## config.mk

```make
export PLATFORM = sky130hd
export DESIGN_NAME = mc_fetch
export DESIGN_NICKNAME = d
export VERILOG_FILES = /design/src/rtl/mc_fetch.sv
export SDC_FILE = /design/constraint.sdc
export NUM_CORES = 1
export LEC_CHECK = 0
export CORE_MARGIN = 3
export CORE_UTILIZATION = 41
export DETAILED_ROUTE_END_ITERATION = 10
export PLACE_DENSITY_LB_ADDON = 0.3
export SLEW_MARGIN = 20
export SYNTH_ARGS = -nofsm -noshare
export SYNTH_HDL_FRONTEND = slang
export SYNTH_SLANG_ARGS = --single-unit
```

## constraint.sdc

```tcl
create_clock -name clk -period 1.95 [get_ports clk]
set_clock_uncertainty 0.2 [all_clocks]
set_input_delay 0.39 -clock clk [delete_from_list [all_inputs] [get_ports clk]]
set_output_delay 0.39 -clock clk [all_outputs]
set_load 0.01 [all_outputs]
```

## src/rtl/mc_fetch.sv

```systemverilog
// ============================================================================
// Module   : mc_fetch
// Brief    : Multicycle MIPS instruction fetch unit with valid/ready memory
//            request, instruction register and next-PC/redirect handling.
//            Optional build macro MC_FETCH_ALIGN_CHK_EN enables misalignment
//            detection; otherwise addresses are forced word-aligned.
// Revision : 1.0 - initial release
// ============================================================================
`default_nettype none

module mc_fetch #(
    parameter logic [31:0] RESET_PC = 32'hBFC0_0000
) (
    input  logic        clk,
    input  logic        reset,
    input  logic        fetch_start,
    output logic        ireq_valid,
    output logic [31:0] ireq_addr,
    input  logic        ireq_ready,
    input  logic        iresp_valid,
    input  logic [31:0] iresp_data,
    input  logic        redirect_valid,
    input  logic [31:0] redirect_pc,
    output logic [31:0] ir,
    output logic [5:0]  op,
    output logic [5:0]  func,
    output logic [31:0] pc,
    output logic [31:0] pc_plus4,
    output logic        fetch_done,
    output logic        busy,
    output logic        fetch_err
);

    localparam logic [1:0]  c_IDLE       = 2'd0;
    localparam logic [1:0]  c_REQ        = 2'd1;
    localparam logic [1:0]  c_WAIT       = 2'd2;
    localparam logic [31:0] c_ALIGN_MASK = 32'hFFFF_FFFC;

    logic [1:0]  r_state;
    logic [1:0]  w_state_nxt;
    logic [31:0] r_next_pc;
    logic [31:0] r_fetch_addr;
    logic [31:0] r_ir;
    logic [31:0] r_pc;
    logic        r_fetch_done;
    logic        w_issue;
    logic        w_load;
    logic        w_misfetch;
    logic        w_misaligned;
    logic [31:0] w_redirect_pc;

`ifdef MC_FETCH_ALIGN_CHK_EN
    logic        r_fetch_err;

    assign w_misaligned  = (r_next_pc[1:0] != 2'b00);
    assign w_redirect_pc = redirect_pc;
    assign fetch_err     = r_fetch_err;
`else
    assign w_misaligned  = 1'b0;
    assign w_redirect_pc = redirect_pc & c_ALIGN_MASK;
    assign fetch_err     = 1'b0;
`endif

    always_ff @(posedge clk or negedge reset) begin
        if (!reset) begin
            r_state <= c_IDLE;
        end else begin
            r_state <= w_state_nxt;
        end
    end

    // A misaligned start completes in IDLE without ever issuing a request.
    always_comb begin
        w_state_nxt = r_state;
        case (r_state)
            c_IDLE: if (fetch_start && !w_misaligned) w_state_nxt = c_REQ;
            c_REQ:  if (ireq_ready)                   w_state_nxt = c_WAIT;
            c_WAIT: if (iresp_valid)                  w_state_nxt = c_IDLE;
            default:                                  w_state_nxt = c_IDLE;
        endcase
    end

    always_comb begin
        ireq_valid = (r_state == c_REQ);
        busy       = (r_state == c_REQ) || (r_state == c_WAIT);
        w_issue    = (r_state == c_IDLE) && fetch_start && !w_misaligned;
        w_misfetch = (r_state == c_IDLE) && fetch_start && w_misaligned;
        w_load     = (r_state == c_WAIT) && iresp_valid;
    end

    always_ff @(posedge clk or negedge reset) begin
        if (!reset) begin
            r_next_pc    <= RESET_PC;
            r_fetch_addr <= RESET_PC;
            r_ir         <= 32'h0;
            r_pc         <= 32'h0;
            r_fetch_done <= 1'b0;
        end else begin
            r_fetch_done <= w_load || w_misfetch;
            if (w_issue) begin
                r_fetch_addr <= r_next_pc;
            end
            if (w_load) begin
                r_ir <= iresp_data;
                r_pc <= r_fetch_addr;
            end else if (w_misfetch) begin
                r_ir <= 32'h0;
                r_pc <= r_next_pc;
            end
            // Redirect takes priority over the sequential increment.
            if (redirect_valid) begin
                r_next_pc <= w_redirect_pc;
            end else if (w_load) begin
                r_next_pc <= r_fetch_addr + 32'd4;
            end
        end
    end

`ifdef MC_FETCH_ALIGN_CHK_EN
    always_ff @(posedge clk or negedge reset) begin
        if (!reset) begin
            r_fetch_err <= 1'b0;
        end else if (w_misfetch) begin
            r_fetch_err <= 1'b1;
        end
    end
`endif

    assign ireq_addr  = r_fetch_addr & c_ALIGN_MASK;
    assign ir         = r_ir;
    assign op         = r_ir[31:26];
    assign func       = r_ir[5:0];
    assign pc         = r_pc;
    assign pc_plus4   = r_pc + 32'd4;
    assign fetch_done = r_fetch_done;

endmodule

`default_nettype wire

```

==> flow_summary.ini, run 1 <==
[outcome]
status = finished, violations left
violations = setup timing

[setup_path]
crit_slowest_cell = dfrtp_2
worstSetupPathType = register to primary output
crit_chain = buf_4 > buf_6 > nand2_4 > nor4b_4 > buf_4 > nand2_4 > buf_6 > nor2_4 > xor2_1 > buf_2
cp-start-kind = register
worstSetupEndpointType = primary output
cpPeakStageDelay_ps = 400
cp_max_fo = 3
required_ps = 1360
arrival_ps = 2060

[synthesis]
synth_edf_count = 0
syn_area_um2 = 6670
synthTopCellsByArea = dfrtp_1, nand2_1, dfstp_2
synth-seq-cells = 131
netlist-cell-type-count = 42
synthCells = 705
ys_warn_count = 0
avgSynthCellArea_um2 = 9.46
synth_top_area_share_pct = 42.4
yosysTopAreaCell = dfrtp_1
async_flop_share_pct = 100
synth_ff_type = dfrtp_1
synth-seq-area-share_pct = 49.5

[global_routing]
grt_pass1_vias = 5701
grt_usage_pct = 19.6
antenna_found_initial = 0
grt_max_degree = 56
grt_overflow_total = 0
grt_pass1_wl_um = 28300

[clock_tree]
htree_levels = 4
cts_root_buf = clkbuf_16
numCtsBuffers = 17
path_clk_slew_ps = 60
cts_sinks = 131
cts_max_path_buffers = 2
clk_latency_ps = 420
cts_tree = yes

[floorplanning]
core-area_um2 = 15900
dieArea_um2 = 17800
fp.dieH_um = 134
die_w_um = 134
initial_core_util_pct = 42.0
ios = 214
placementRows = 46

[detailed_routing]
antenna_left = 0
via_per_inst = 4.77
wl_per_cell_um = 14.7
drt-total-wl_um = 17700
vias = 5749
drc = 0
dr.pass1.iters = 6
drtIter0Drc = 201

[timing]
period_needed_ps = 2650
finalHoldViolCount = 0
worst_slack_ps = -705
holdWs_ps = 174
max_freq_ghz = 0.377
period_share_pct = 136
setup_viol = 28
setup_tns_ps = -14110
finalMaxSlewViolations = 0
grt_setup_unrepaired = yes

[power_and_ir_drop]
intPower_mw = 9.72
powerDensity_nw_per_um2 = 1440
vdd.ir_drop.worst_uv = 741
p_leak_nw = 5.45
comb_power_share_pct = 46.7
switching_share_pct = 35.0
p_total_mw = 15.0
clkPwrFrac_pct = 22.7
switching_power_mw = 5.24
pwr-share-seq_pct = 30.6

[final_layout]
nets = 1053
stdcell_count = 1205
antenna_cells = 0
drive_gt1_share_pct = 30.9
postLayoutCellArea_um2 = 10400
fin_util_pct = 65.5
area_growth_pct = 56.0

[placed_design]
hpwl_um = 12600
portBuffers = 208
post_dp_cell_area_um2 = 9460
routabilityCongestion = 0.783
dp.cells = 1149
dp_slack_ps = -719

[job]
drv_cap = 0

[min_path]
hp-class = input port to asynchronous set/reset pin
-- routing by layer --
layer	GRT usage (%)	routed length [µm]	vias up
met3	5.63	1100	18
li1	-	-	2833
met4	6.11	233	0
met2	32.4	8580	157
met5	0	0	-
met1	25.1	7790	2741
-- power groups by stage --
| stage | clock [mW] | sequential (mW) | combinational, mW |
|---|---|---|---|
| 6_report | 3.40 | 4.58 | 6.98 |
| 5_1_grt | 3.57 | 4.73 | 7.59 |
| 4_1_cts | 3.46 | 4.59 | 6.93 |
| 3_5_place_dp | 0 | 4.62 | 7.44 |
| 3_3_place_gp | 0 | 4.59 | 7.34 |
| 2_1_floorplan | 0 | 5.13 | 3.07 |
-- cell families (layout without fill, tap and decap cells) --
family                   Yosys count  in the layout  share of synthesized area [%]
AO/OA/AOI/OAI                     46             46                           4.75
multiplexers                      37             37                           6.15
other                              1              3                         0.0562
adder cells (fa/ha/maj)            7              7                           1.31
AND/OR/NAND/NOR                  339            339                           22.7
XOR/XNOR                          56             56                           7.35
buffers and inverters             88            370                           8.18
flip-flops                       131            131                           49.5
-- placed cells by master (no fill, tap or decap), types with 4 or more instances in the layout --
master and instances:
a21oi_1 10, and3_1 6, buf_12 8, buf_2 30, buf_4 97, buf_6 16
bufinv_16 4, clkbuf_16 17, clkbuf_8 4, clkdlybuf4s50_1 83, clkinv_2 6, dfrtp_1 101
dfrtp_2 12, dfstp_2 18, dlygate4sd2_1 62, dlymetal6s2s_1 28, ha_1 4, inv_1 6
mux2_2 32, mux2i_1 5, nand2_1 244, nand2_4 6, nand3_1 13, nand3_2 5
nand3_4 5, nand4_1 16, nor2_1 12, nor3b_1 4, nor4_4 4, o21ai_0 17
o221ai_1 13, xnor2_1 20, xnor2_2 10, xor2_1 26
-- synth_stat cells (2+ instances only) --
cell type	instances
a21oi_1	10
and2_1	2
and3_1	6
and4_1	2
and4_2	2
buf_1	5
buf_2	3
buf_4	48
clkbuf_1	19
clkbuf_8	3
dfrtp_1	113
dfstp_2	18
ha_1	7
inv_1	8
mux2_2	32
mux2i_1	5
nand2_1	253
nand3_1	22
nand4_1	16
nor2_1	18
nor3_1	3
nor3b_1	4
nor4_1	3
nor4b_4	2
o21ai_0	17
o221ai_1	13
o221ai_2	2
xnor2_1	30
xor2_1	26
-- sequential cells by signal, summed over array words and instances, names as in the netlist --
register / count
pc: 32
r_fetch_addr: 32
r_next_pc: 32
ir: 32
fetch_done: 1
r_state: 2
-- worst max-delay path, delay by kind of cell (launching register included) --
kind | cells | cell delay, ps
xor+xnor | 1 | 140
buf+inv | 5 | 680
flops | 1 | 400
simple gates | 4 | 430
-- worst paths after layout --
check / startpoint / to / slack (ps) / cells after the start
max: pc[3] / pc_plus4[27] / -700 / 10
min: reset / ir[0] / 170 / 2
max reg2reg: r_fetch_addr[16] / r_next_pc[26] / 70 / 6
min reg2reg: ir[13] / ir[13] / 270 / 2
max in group asynchronous: reset / pc[2] / 790 / 3
min in group clk: redirect_valid / r_next_pc[23] / 230 / 3
-- area by class of cell --
type | instances | area (µm²)
Fill cell | 1297 | 5480
Sequential cell | 131 | 3320
Multi-Input combinational cell | 488 | 3160
Timing Repair Buffer | 329 | 2990
Clock buffer | 22 | 484
Tap cell | 216 | 270
Clock inverter | 10 | 153
Inverter | 9 | 35.0
-- timing repair --
| item | CTS | global route |
|---|---|---|
| gates resized for setup | 225 | 60 |
| gates cloned | 0 | 0 |
| buffers inserted | 11 | 13 |
| endpoints found under the setup margin | 100 | 65 |
| pin swaps | 26 | 30 |
| hold buffers | 1 | 0 |
| endpoints found under the hold margin | 120 | 0 |
Power figures use the tool's default switching activity.
==> inputs of run 2 (changes only) <==
- CTS_CLUSTER_SIZE: default -> 24
==> results of run 2 <==
Same layout as run 1: the final DEF is identical, and so are final timing and power.
==> inputs of run 3 (changes only) <==
- CTS_CLUSTER_SIZE: 24 -> default
==> results of run 3 <==
Same layout as run 1: the final DEF is identical, and so are final timing and power.
